**src/rtl/core_pkg.sv**
```systemverilog
// Shared types for the core's pipeline control.
// Hazard sequencer states and register constants.
package core_pkg;

  typedef enum logic [1:0] {
    RUN,
    MEM_WAIT,
    HALT
  } hz_state_e;

  localparam logic [4:0] REG_X0 = 5'd0;

endpackage

```
**src/rtl/sat_counter.sv**
```systemverilog
// Saturating up-counter for performance stats.
// Holds at all-ones instead of wrapping.
module sat_counter #(
  parameter int W = 32
) (
  input  logic         clk,
  input  logic         rst_n,
  input  logic         inc,
  output logic [W-1:0] value
);

  // Count up until all-ones, then hold.
  always_ff @(posedge clk or negedge rst_n) begin
    if (!rst_n) begin
      value <= '0;
    end else if (inc && (value != '1)) begin
      value <= value + W'(1);
    end
  end

endmodule

```
**src/rtl/pipeline_hazard_controller.sv**
```systemverilog
// Stall/flush sequencer for the 5-stage pipe.
// Load-use bubbles, redirect flushes, dmem freeze.
module pipeline_hazard_controller
  import core_pkg::*;
#(
  parameter int CNT_W   = 32,
  parameter int TIMEOUT = 64,
  parameter int TO_W    = 7
) (
  input  logic             clk,
  input  logic             rst_n,
  input  logic [4:0]       id_rs1,
  input  logic [4:0]       id_rs2,
  input  logic             id_use_rs1,
  input  logic             id_use_rs2,
  input  logic             id_ex_mem_read,
  input  logic [4:0]       id_ex_rd,
  input  logic             ex_redirect,
  input  logic             ex_mem_dmem_req,
  input  logic             dmem_ready,
  output logic             pc_write,
  output logic             if_id_write,
  output logic             if_id_flush,
  output logic             id_ex_flush,
  output logic             ex_mem_write,
  output logic             mem_wb_write,
  output logic             pc_sel_redirect,
  output logic [CNT_W-1:0] stall_cnt,
  output logic [CNT_W-1:0] flush_cnt,
  output logic             mem_timeout_err
);

  hz_state_e       state, state_d;
  logic [TO_W-1:0] wait_cnt, wait_d;
  logic            mem_busy;
  logic            load_use;
  logic            rs1_hit, rs2_hit;
  logic            halt_enter;
  logic            stall_inc;
  logic            flush_inc;

  assign mem_busy = ex_mem_dmem_req & ~dmem_ready;

  assign rs1_hit = id_use_rs1 & (id_rs1 == id_ex_rd);
  assign rs2_hit = id_use_rs2 & (id_rs2 == id_ex_rd);

  assign load_use = id_ex_mem_read
                  & (id_ex_rd != REG_X0)
                  & (rs1_hit | rs2_hit);

  // Pipe enables/flushes, highest priority first.
  always_comb begin
    pc_write        = 1'b1;
    if_id_write     = 1'b1;
    if_id_flush     = 1'b0;
    id_ex_flush     = 1'b0;
    ex_mem_write    = 1'b1;
    mem_wb_write    = 1'b1;
    pc_sel_redirect = 1'b0;
    if (!rst_n) begin
      pc_write     = 1'b0;
      if_id_write  = 1'b0;
      if_id_flush  = 1'b1;
      id_ex_flush  = 1'b1;
      ex_mem_write = 1'b0;
      mem_wb_write = 1'b0;
    end else if (state == HALT || mem_busy) begin
      pc_write     = 1'b0;
      if_id_write  = 1'b0;
      ex_mem_write = 1'b0;
      mem_wb_write = 1'b0;
    end else if (ex_redirect) begin
      pc_sel_redirect = 1'b1;
      if_id_flush     = 1'b1;
      id_ex_flush     = 1'b1;
    end else if (load_use) begin
      pc_write    = 1'b0;
      if_id_write = 1'b0;
      id_ex_flush = 1'b1;
    end
  end

  // Next state and wait-cycle bookkeeping.
  always_comb begin
    state_d    = state;
    wait_d     = wait_cnt;
    halt_enter = 1'b0;
    unique case (state)
      RUN: begin
        wait_d = '0;
        if (mem_busy) state_d = MEM_WAIT;
      end
      MEM_WAIT: begin
        if (!mem_busy) begin
          state_d = RUN;
          wait_d  = '0;
        end else if (wait_cnt == TO_W'(TIMEOUT - 1)) begin
          state_d    = HALT;
          halt_enter = 1'b1;
        end else begin
          wait_d = wait_cnt + TO_W'(1);
        end
      end
      HALT: state_d = HALT;
      default: begin
        state_d = RUN;
        wait_d  = '0;
      end
    endcase
  end

  // State, wait counter and sticky timeout flag.
  always_ff @(posedge clk or negedge rst_n) begin
    if (!rst_n) begin
      state           <= RUN;
      wait_cnt        <= '0;
      mem_timeout_err <= 1'b0;
    end else begin
      state    <= state_d;
      wait_cnt <= wait_d;
      if (halt_enter) mem_timeout_err <= 1'b1;
    end
  end

  assign stall_inc = rst_n & (state != HALT) & ~pc_write;
  assign flush_inc = pc_sel_redirect;

  sat_counter #(.W(CNT_W)) u_stall_cnt (
    .clk   (clk),
    .rst_n (rst_n),
    .inc   (stall_inc),
    .value (stall_cnt)
  );

  sat_counter #(.W(CNT_W)) u_flush_cnt (
    .clk   (clk),
    .rst_n (rst_n),
    .inc   (flush_inc),
    .value (flush_cnt)
  );

endmodule

```
**config.mk**
```make
export PLATFORM = sky130hd
export DESIGN_NAME = pipeline_hazard_controller
export DESIGN_NICKNAME = d
export VERILOG_FILES = /design/src/rtl/core_pkg.sv /design/src/rtl/sat_counter.sv /design/src/rtl/pipeline_hazard_controller.sv
export SDC_FILE = /design/constraint.sdc
export NUM_CORES = 1
export LEC_CHECK = 0
export ABC_CLOCK_PERIOD_IN_PS = 3100
export CAP_MARGIN = 0
export CORE_MARGIN = 8
export CORE_UTILIZATION = 60
export CTS_BUF_LIST = sky130_fd_sc_hd__clkbuf_4 sky130_fd_sc_hd__clkbuf_8
export CTS_CLUSTER_SIZE = 20
export DETAILED_ROUTE_END_ITERATION = 7
export DONT_BUFFER_PORTS = 1
export PLACE_DENSITY = 0.74
export SYNTH_ARGS = -nofsm -noshare
export SYNTH_HDL_FRONTEND = slang
export SYNTH_SLANG_ARGS = --single-unit
```
**constraint.sdc**
```tcl
create_clock -name clk -period 3.1 [get_ports clk]
set_input_delay 0.31 -clock clk [delete_from_list [all_inputs] [get_ports clk]]
set_output_delay 0.31 -clock clk [all_outputs]
set_load 0.03 [all_outputs]
```
======== Word-level counts from Yosys, hierarchy flattened ========
Cells that the tools add are included.
operators by class
  add/subtract/negate cells ............... 3
  equality and inequality tests ........... 11
  mux-type cells .......................... 24
  bitwise gates (word level) .............. 11
  reductions and logical operators ........ 7
operators with widths
  operator                 number
  $add A32 B1 Y32 const B  2
  $ne A32 B32 Y1 const B   2
  $mux W1                  17
  $mux W7                  2
  $pmux W7 S2              1
  $eq A5 B5 Y1             2
  $add A7 B1 Y7 const B    1
  $and A1 B1 Y1            7
  $eq A7 B6 Y1 const B     1
  $mux W2                  3
  $ne A3 B3 Y1 const B     2
  $pmux W2 S3              1
  $reduce_bool A5 Y1       1
  $ne A2 B2 Y1 const B     2
  $reduce_and A2 Y1        2
  $not A1 Y1               3
  $eq A2 B1 Y1 const B     1
  $eq A2 B2 Y1 const B     1
  $logic_and A1 B1 Y1      2
  $logic_not A2 Y1         1
  $logic_or A1 B1 Y1       1
  $or A1 B1 Y1             1
word-level totals
  output and inout port bits .............. 72
  input bits .............................. 23
  word-level logic and storage cells ...... 61
  flip-flop bits (word level) ............. 74

======== Longest topological paths before layout ========
Gate-level depths: netlist of the first run.
  word-level depth ........................ 11
  depth in mapped cells ................... 8
  mapped depth without buffers ............ 7

======== By module ========
From an unflattened synthesis of the first run, not the netlist that was laid out.
second synthesis, totals
  cell total of the unflattened synthesis .. 372
  area, all modules ....................... 3996.3 um^2
modules (own cells, without submodules)
  module                      instances  cells each  area each (um^2)
  sat_counter                 2          151         1624.1
  pipeline_hazard_controller  1          70          748.2

======== Worst setup path before layout of the first run ========
No wires, ideal clock.
  kind .................................... flip-flop to output port
  start ................................... register state[1]
  end ..................................... output port pc_write
  arrival ................................. 2.226 ns
  path slack .............................. 0.564 ns
  cell stages (with the launch flop) ...... 7
  cells stage by stage .................... dfrtp_1 nor2b_1 buf_4 nor2_1 and2_1 a21boi_0 buf_4
on the way
  cells in the longest elaborated chain, start to end .. 4
ends and longest elaborated chain
  element                 line                               source
  from (decl)             pipeline_hazard_controller.sv:33   hz_state_e state, state_d;
  from (signal assigned)  pipeline_hazard_controller.sv:119  state <= state_d;
  $eq A2 B2 Y1            pipeline_hazard_controller.sv:67   end else if (state == HALT || mem_busy) begin
  $logic_or A1 B1 Y1      pipeline_hazard_controller.sv:67
  $mux W1 (2 in series)   n/a
  to (decl)               pipeline_hazard_controller.sv:21   output logic pc_write,
No other way between the ends.

======== Final worst setup path of the first run ========
  start ................................... register state[0]
  end ..................................... output port pc_write
The elaborated chain is that of the path after synthesis.

==> flow_summary.json, run 1 <==
{
  "dp_hpwl_um": 6163,
  "yosys.area.top_type": "dfrtp_1",
  "dr.pass1.iters": 4,
  "worst_pin_slew_ns": 0.7187,
  "final_common_cell": "dfrtp_1",
  "worstPathMaxFanout": 9,
  "clk_pin_slew_ns": 0.08,
  "drv_cap": 0,
  "synth_cell_types": 49,
  "grt_pass1_vias": 2716,
  "cts_setup_buffers": 0,
  "worstPathArrival_ns": 2.23,
  "cp-end-kind": "output port",
  "routedWlPerCell_um": 19.10,
  "io_pins": 95,
  "skew_ns": 0.01141,
  "required_ns": 2.79,
  "crit_chain": "nor2b_1 -> nor2_1 -> and2_1 -> a21boi_1 -> buf_4",
  "report.final.slew_viol_count": 0,
  "power_uw": 2130,
  "syn_inst": 365,
  "grt_first_pass_wirelength_um": 13730,
  "crit_slowest_cell": "nor2b_1",
  "p_leak_uw": 0.001828,
  "cts_root_buf": "clkbuf_8",
  "via_per_inst": 6.154,
  "wirelength_um": 8575,
  "synth-edff-count": 0,
  "drive_gt1_frac": 0.1022,
  "synth.area.top_cells": "dfrtp_1, xnor2_1, xor2_1",
  "antenna_cells": 0,
  "synth_nets": 391,
  "relSlewSlack": 0.5209,
  "htreeDepth": 3,
  "drt_iter0_drc": 163,
  "holdPathStages": 2,
  "post-route-period-util": 0.8204,
  "place_congestion": 0.7990,
  "status": "finished clean",
  "tns_ns": 0,
  "min_path_type": "input pin to flop",
  "area_growth_pct": 6.523,
  "path_class": "flop to output port",
  "start_util": 0.6167,
  "yosysTopAreaCellShare": 0.4756,
  "finalCriticalPeriod_ns": 2.543,
  "ys_ff_latch": 74,
  "grt_max_degree": 75,
  "antenna_found_initial": 0,
  "synth_flop_cell": "dfrtp_1",
  "core_mm2": 0.006314,
  "hold_viol": 0,
  "core.rowCount": 29,
  "cts.path.max_buffers": 2,
  "die_w_um": 96.56,
  "yosys_warnings": 0,
  "rr_worst_depth": 7,
  "gr-total-overflow": 0,
  "final_nets": 393,
  "netlist_area_mm2": 0.003894,
  "path_buf_inv": 1,
  "crit_cells": 5,
  "ant_nets": 0,
  "vias": 2763,
  "cp-start-kind": "flop",
  "avgSynthCellArea_um2": 10.67,
  "setup_viol": 0,
  "irDropWorstVdd_mv": 0.4352,
  "max_stage_delay_ns": 0.49,
  "synth_async_sr_flop_share": 1.000,
  "grt_usage": 0.1887,
  "ys_seq_area_frac": 0.4756,
  "cts_buffers": 9,
  "die-height_um": 96.56,
  "worstSkewPairLatency_ns": 0.34,
  "final_cell_mix": "dfrtp_1, xnor2_1, nand4_1, xor2_1, nand3_1",
  "cts_sinks": 74,
  "drc": 0,
  "cp_top_family": "simple AND/OR/NAND/NOR gates",
  "max_freq_mhz": 393.2,
  "port_buffers": 0,
  "rsz0062_at_grt": "false",
  "power_density_mw_per_mm2": 513.5,
  "die-area_mm2": 0.009323,
  "tritoncts": "done"
}
-- state kept, by name, indices dropped and copies added, names as in the netlist --
signal	count
u_stall_cnt.value	32
wait_cnt	7
state	2
mem_timeout_err	1
u_flush_cnt.value	32
-- final cells by class --
class,count,area [µm²]
clock buffer,13,160.2
clock inverter,3,15.01
fill,504,2166
inverter,4,15.01
multi-input combinational,273,1937
sequential,74,1852
tap,77,96.34
timing repair buffer,5,72.57
-- layer usage --
metal / wire length [µm] / share of wire / vias up / track usage
li1: - / - / 1313 / -
met1: 3651 / 0.43 / 1353 / 0.2312
met2: 3978 / 0.46 / 80 / 0.2943
met3: 809 / 0.094 / 17 / 0.06491
met4: 136 / 0.016 / 0 / 0.08575
met5: 0 / 0 / - / 0
-- stage by stage --
stage / hold WS, ns / setup slack (ns) / instances / instance area (µm²) / util
2_1_floorplan: 0.01441 / 0.5636 / 365 / 3894 / -
3_3_place_gp: 0.01740 / 0.6735 / 431 / 3935 / 0.6233
3_5_place_dp: 0.01824 / 0.6286 / 431 / 3935 / 0.6233
4_1_cts: 0.1532 / 0.5115 / 449 / 4148 / 0.6570
5_1_grt: 0.1703 / 0.3991 / 449 / 4148 / 0.6570
6_report: 0.1660 / 0.5568 / 449 / 4148 / 0.6570
-- worst paths after layout --
| kind | startpoint | to | slack, ns |
|---|---|---|---|
| setup / recovery | state[0]$_DFFE_PN0P_ | pc_write | 0.56 |
| hold / removal | dmem_ready | state[0]$_DFFE_PN0P_ | 0.17 |
| setup reg to reg | u_stall_cnt.value[14]$_DFFE_PN0P_ | u_stall_cnt.value[11]$_DFFE_PN0P_ | 0.61 |
| hold reg to reg | wait_cnt[6]$_DFFE_PN0P_ | wait_cnt[6]$_DFFE_PN0P_ | 0.49 |
| max in group asynchronous | rst_n | u_stall_cnt.value[9]$_DFFE_PN0P_ | 2.28 |
| min in group asynchronous | rst_n | state[0]$_DFFE_PN0P_ | 0.52 |
-- synth_stat cells, drive strengths merged (5+ instances only) --
| cell | number |
|---|---|
| dfrtp | 74 |
| xnor2 | 44 |
| nand4 | 32 |
| xor2 | 31 |
| nand3 | 29 |
| nand2 | 24 |
| nor2 | 19 |
| nor3 | 18 |
| buf | 12 |
| nor4 | 12 |
| and4 | 10 |
| and3 | 8 |
| o21ai | 6 |
| or3 | 5 |
-- where the power goes --
group | switching [µW] | internal [µW] | total (µW)
Clock | 342 | 336 | 678
Sequential | 228 | 1020 | 1250
Combinational | 111 | 88.8 | 199
Total | 681 | 1450 | 2130
-- kinds of logic (layout without fill, tap and decap cells) --
family,count (synthesis),in the layout,synth area share
xor+xnor,75,75,0.1687
mux,2,2,0.006426
compound gates,17,17,0.03245
simple gates,176,176,0.2802
fa+ha+maj,3,3,0.009641
flops,74,74,0.4756
buf+inv,18,25,0.02699
-- timing repair --
item,4_1_cts,5_1_grt
resized for setup,0,0
endpoints found under the hold margin,74,0
hold buffers,2,0
setup endpoints to repair,0,0
(Power assumes the default switching activity.)
==> run 2, diff against run 1 <==
--- a/config.mk
+++ b/config.mk
@@ -5,7 +5,8 @@
 export SDC_FILE = /design/constraint.sdc
 export NUM_CORES = 1
 export LEC_CHECK = 0
-export ABC_CLOCK_PERIOD_IN_PS = 3100
+export ABC_AREA = 1
+export ABC_CLOCK_PERIOD_IN_PS = 2500
 export CAP_MARGIN = 0
 export CORE_MARGIN = 8
 export CORE_UTILIZATION = 60
==> constraint.sdc (replaced) <==
create_clock -name clk -period 2.5 [get_ports clk]
set_input_delay 0.25 -clock clk [delete_from_list [all_inputs] [get_ports clk]]
set_output_delay 0.25 -clock clk [all_outputs]
set_load 0.03 [all_outputs]
==> flow_summary.json, run 2 <==
{
  "worstSkewPairLatency_ns": 0.35,
  "path_buf_inv": 4,
  "htreeDepth": 3,
  "die-height_um": 106.7,
  "synth_nets": 757,
  "core_mm2": 0.008093,
  "grt_max_degree": 75,
  "busiest_layer": "met2",
  "cts_resized": 0,
  "netlist_area_mm2": 0.004935,
  "post-route-period-util": 0.8904,
  "setup_viol": 0,
  "worstPathArrival_ns": 1.98,
  "fillers": 729,
  "area_growth_pct": 10.98,
  "wirelength_um": 13180,
  "status": "finished clean",
  "dr.pass1.iters": 5,
  "crit_chain": "inv_1 -> nor2_1 -> inv_1 -> nand2_1 -> nor2_1 -> nand2_1 -> inv_1 -> buf_4",
  "hold_viol": 0,
  "grt_first_pass_wirelength_um": 21960,
  "cp-end-kind": "output port",
  "worst_pin_slew_ns": 0.5920,
  "dp_hpwl_um": 9940,
  "synth_cell_types": 29,
  "cts_sinks": 74,
  "crit_slowest_cell": "dfrtp_1",
  "max_stage_delay_ns": 0.38,
  "drive_gt1_frac": 0.1081,
  "relSlewSlack": 0.6044,
  "final_nets": 789,
  "place_congestion": 0.9708,
  "gr-total-overflow": 0,
  "cts_root_buf": "clkbuf_8",
  "largest_registers": "u_flush_cnt.value (32), u_stall_cnt.value (32), wait_cnt (7)",
  "met1_usage": 0.3214,
  "yosys_warnings": 0,
  "required_ns": 2.25,
  "power_uw": 3316,
  "yosys.area.top_type": "dfrtp_1",
  "power_density_mw_per_mm2": 605.5,
  "final_cell_mix": "nand2_1, nor2_1, dfrtp_1, inv_1, nand3_1",
  "max_freq_mhz": 449.2,
  "drc": 0,
  "irDropWorstVdd_mv": 0.4709,
  "synth.area.top_cells": "dfrtp_1, nand2_1, nor2_1",
  "whs_ns": 0.1367,
  "port_buffers": 0,
  "die-area_mm2": 0.01138,
  "path_common_cell": "inv_1",
  "yosysMostFrequentCell": "nand2_1",
  "synth_async_sr_flop_share": 1.000,
  "ys_ff_latch": 74,
  "final_common_cell": "nand2_1",
  "cp-start-kind": "flop",
  "start_util": 0.6098,
  "io_pins": 95,
  "via_per_inst": 5.485,
  "cts.path.max_buffers": 2,
  "report.final.slew_viol_count": 0,
  "finalCriticalPeriod_ns": 2.226,
  "vias": 4788,
  "ys_seq_area_frac": 0.3753,
  "synth-edff-count": 0,
  "antenna_cells": 0,
  "drv_cap": 0,
  "core.rowCount": 33,
  "yosysTopAreaCellShare": 0.3753,
  "grt_pass1_vias": 4438,
  "cts_hold_buf": 2,
  "routedWlPerCell_um": 15.10,
  "tns_ns": 0,
  "drt_iter0_drc": 436,
  "cts_buffers": 9,
  "syn_inst": 731,
  "cts_setup_buffers": 0,
  "path_class": "flop to output port",
  "rsz0062_at_grt": "false",
  "avgSynthCellArea_um2": 6.751,
  "grt_usage": 0.2359,
  "min_path_type": "input pin to flop",
  "tritoncts": "done",
  "clk_pin_slew_ns": 0.08,
  "antenna_found_initial": 0,
  "synthTopCellsByCount": "nand2_1, nor2_1, dfrtp_1",
  "use_met2": 0.3628,
  "skew_ns": 0.009506,
  "cp_top_family": "simple AND/OR/NAND/NOR gates",
  "worstPathMaxFanout": 13,
  "synth_flop_cell": "dfrtp_1",
  "p_leak_uw": 0.002713,
  "ant_nets": 0,
  "die_w_um": 106.7,
  "grt_use_met3": 0.06179
}
-- run 2: layer usage --
layer | part of all wire | up-vias | routed length, µm
li1 | - | 2350 | -
met1 | 0.44 | 2234 | 5839
met2 | 0.45 | 191 | 5941
met3 | 0.095 | 13 | 1251
met4 | 0.011 | 0 | 148
met5 | 0 | - | 0
-- run 2: final timing paths --
check                                                  from                                 to  slack, ns  depth (start not counted)
min in group asynchronous                             rst_n   u_flush_cnt.value[0]$_DFFE_PN0P_       0.44                          2
hold reg to reg                        state[1]$_DFFE_PN0P_               state[0]$_DFFE_PN0P_       0.46                          1
max in group asynchronous                             rst_n  u_stall_cnt.value[11]$_DFFE_PN0P_       1.73                          2
setup / recovery                       state[1]$_DFFE_PN0P_                           pc_write       0.27                          8
setup reg to reg           u_flush_cnt.value[4]$_DFFE_PN0P_  u_flush_cnt.value[12]$_DFFE_PN0P_       0.38                         10
hold / removal                                   dmem_ready            wait_cnt[4]$_DFFE_PN0P_       0.14                          3
-- run 2: kinds of logic after synthesis --
group | after synthesis | synth area share
flip-flops | 74 | 0.3753
AND/OR/NAND/NOR | 509 | 0.4475
adder cells (fa/ha/maj) | 3 | 0.007607
AO/OA/AOI/OAI | 18 | 0.02028
XOR/XNOR | 39 | 0.06922
buffers and inverters | 88 | 0.08012
-- run 2: report_power, final --
part           internal [µW]  leakage [µW]  total, µW  switching (µW)
Combinational            227       0.00158        778             550
Clock                    598      0.000113       1060             463
Sequential              1290       0.00102       1480             185
-- run 2: final cells by class --
| class | count | area, µm² | area share |
|---|---|---|---|
| flip-flops and latches | 74 | 1852 | 0.3381 |
| multi-input cells | 569 | 2688 | 0.4907 |
| inverters | 72 | 270.3 | 0.04935 |
| clock inverters | 5 | 77.57 | 0.01416 |
| well taps | 105 | 131.4 | 0.02399 |
| repair buffers | 37 | 312.8 | 0.05712 |
| clock buffers | 11 | 145.1 | 0.02650 |
-- run 2: worst min-delay path, delay by kind of cell --
kind	cells	cell delay, ns
simple gates	2	0.12
compound gates	1	0.07
-- run 2: stage by stage --
step	instances	util	setup slack, ns	area, µm²
2_1_floorplan	731	-	0.1904	4935
3_3_place_gp	855	0.6446	0.4677	5216
3_5_place_dp	855	0.6446	0.3957	5216
4_1_cts	873	0.6767	0.2537	5477
5_1_grt	873	0.6767	0.1041	5477
6_report	873	0.6767	0.2740	5477
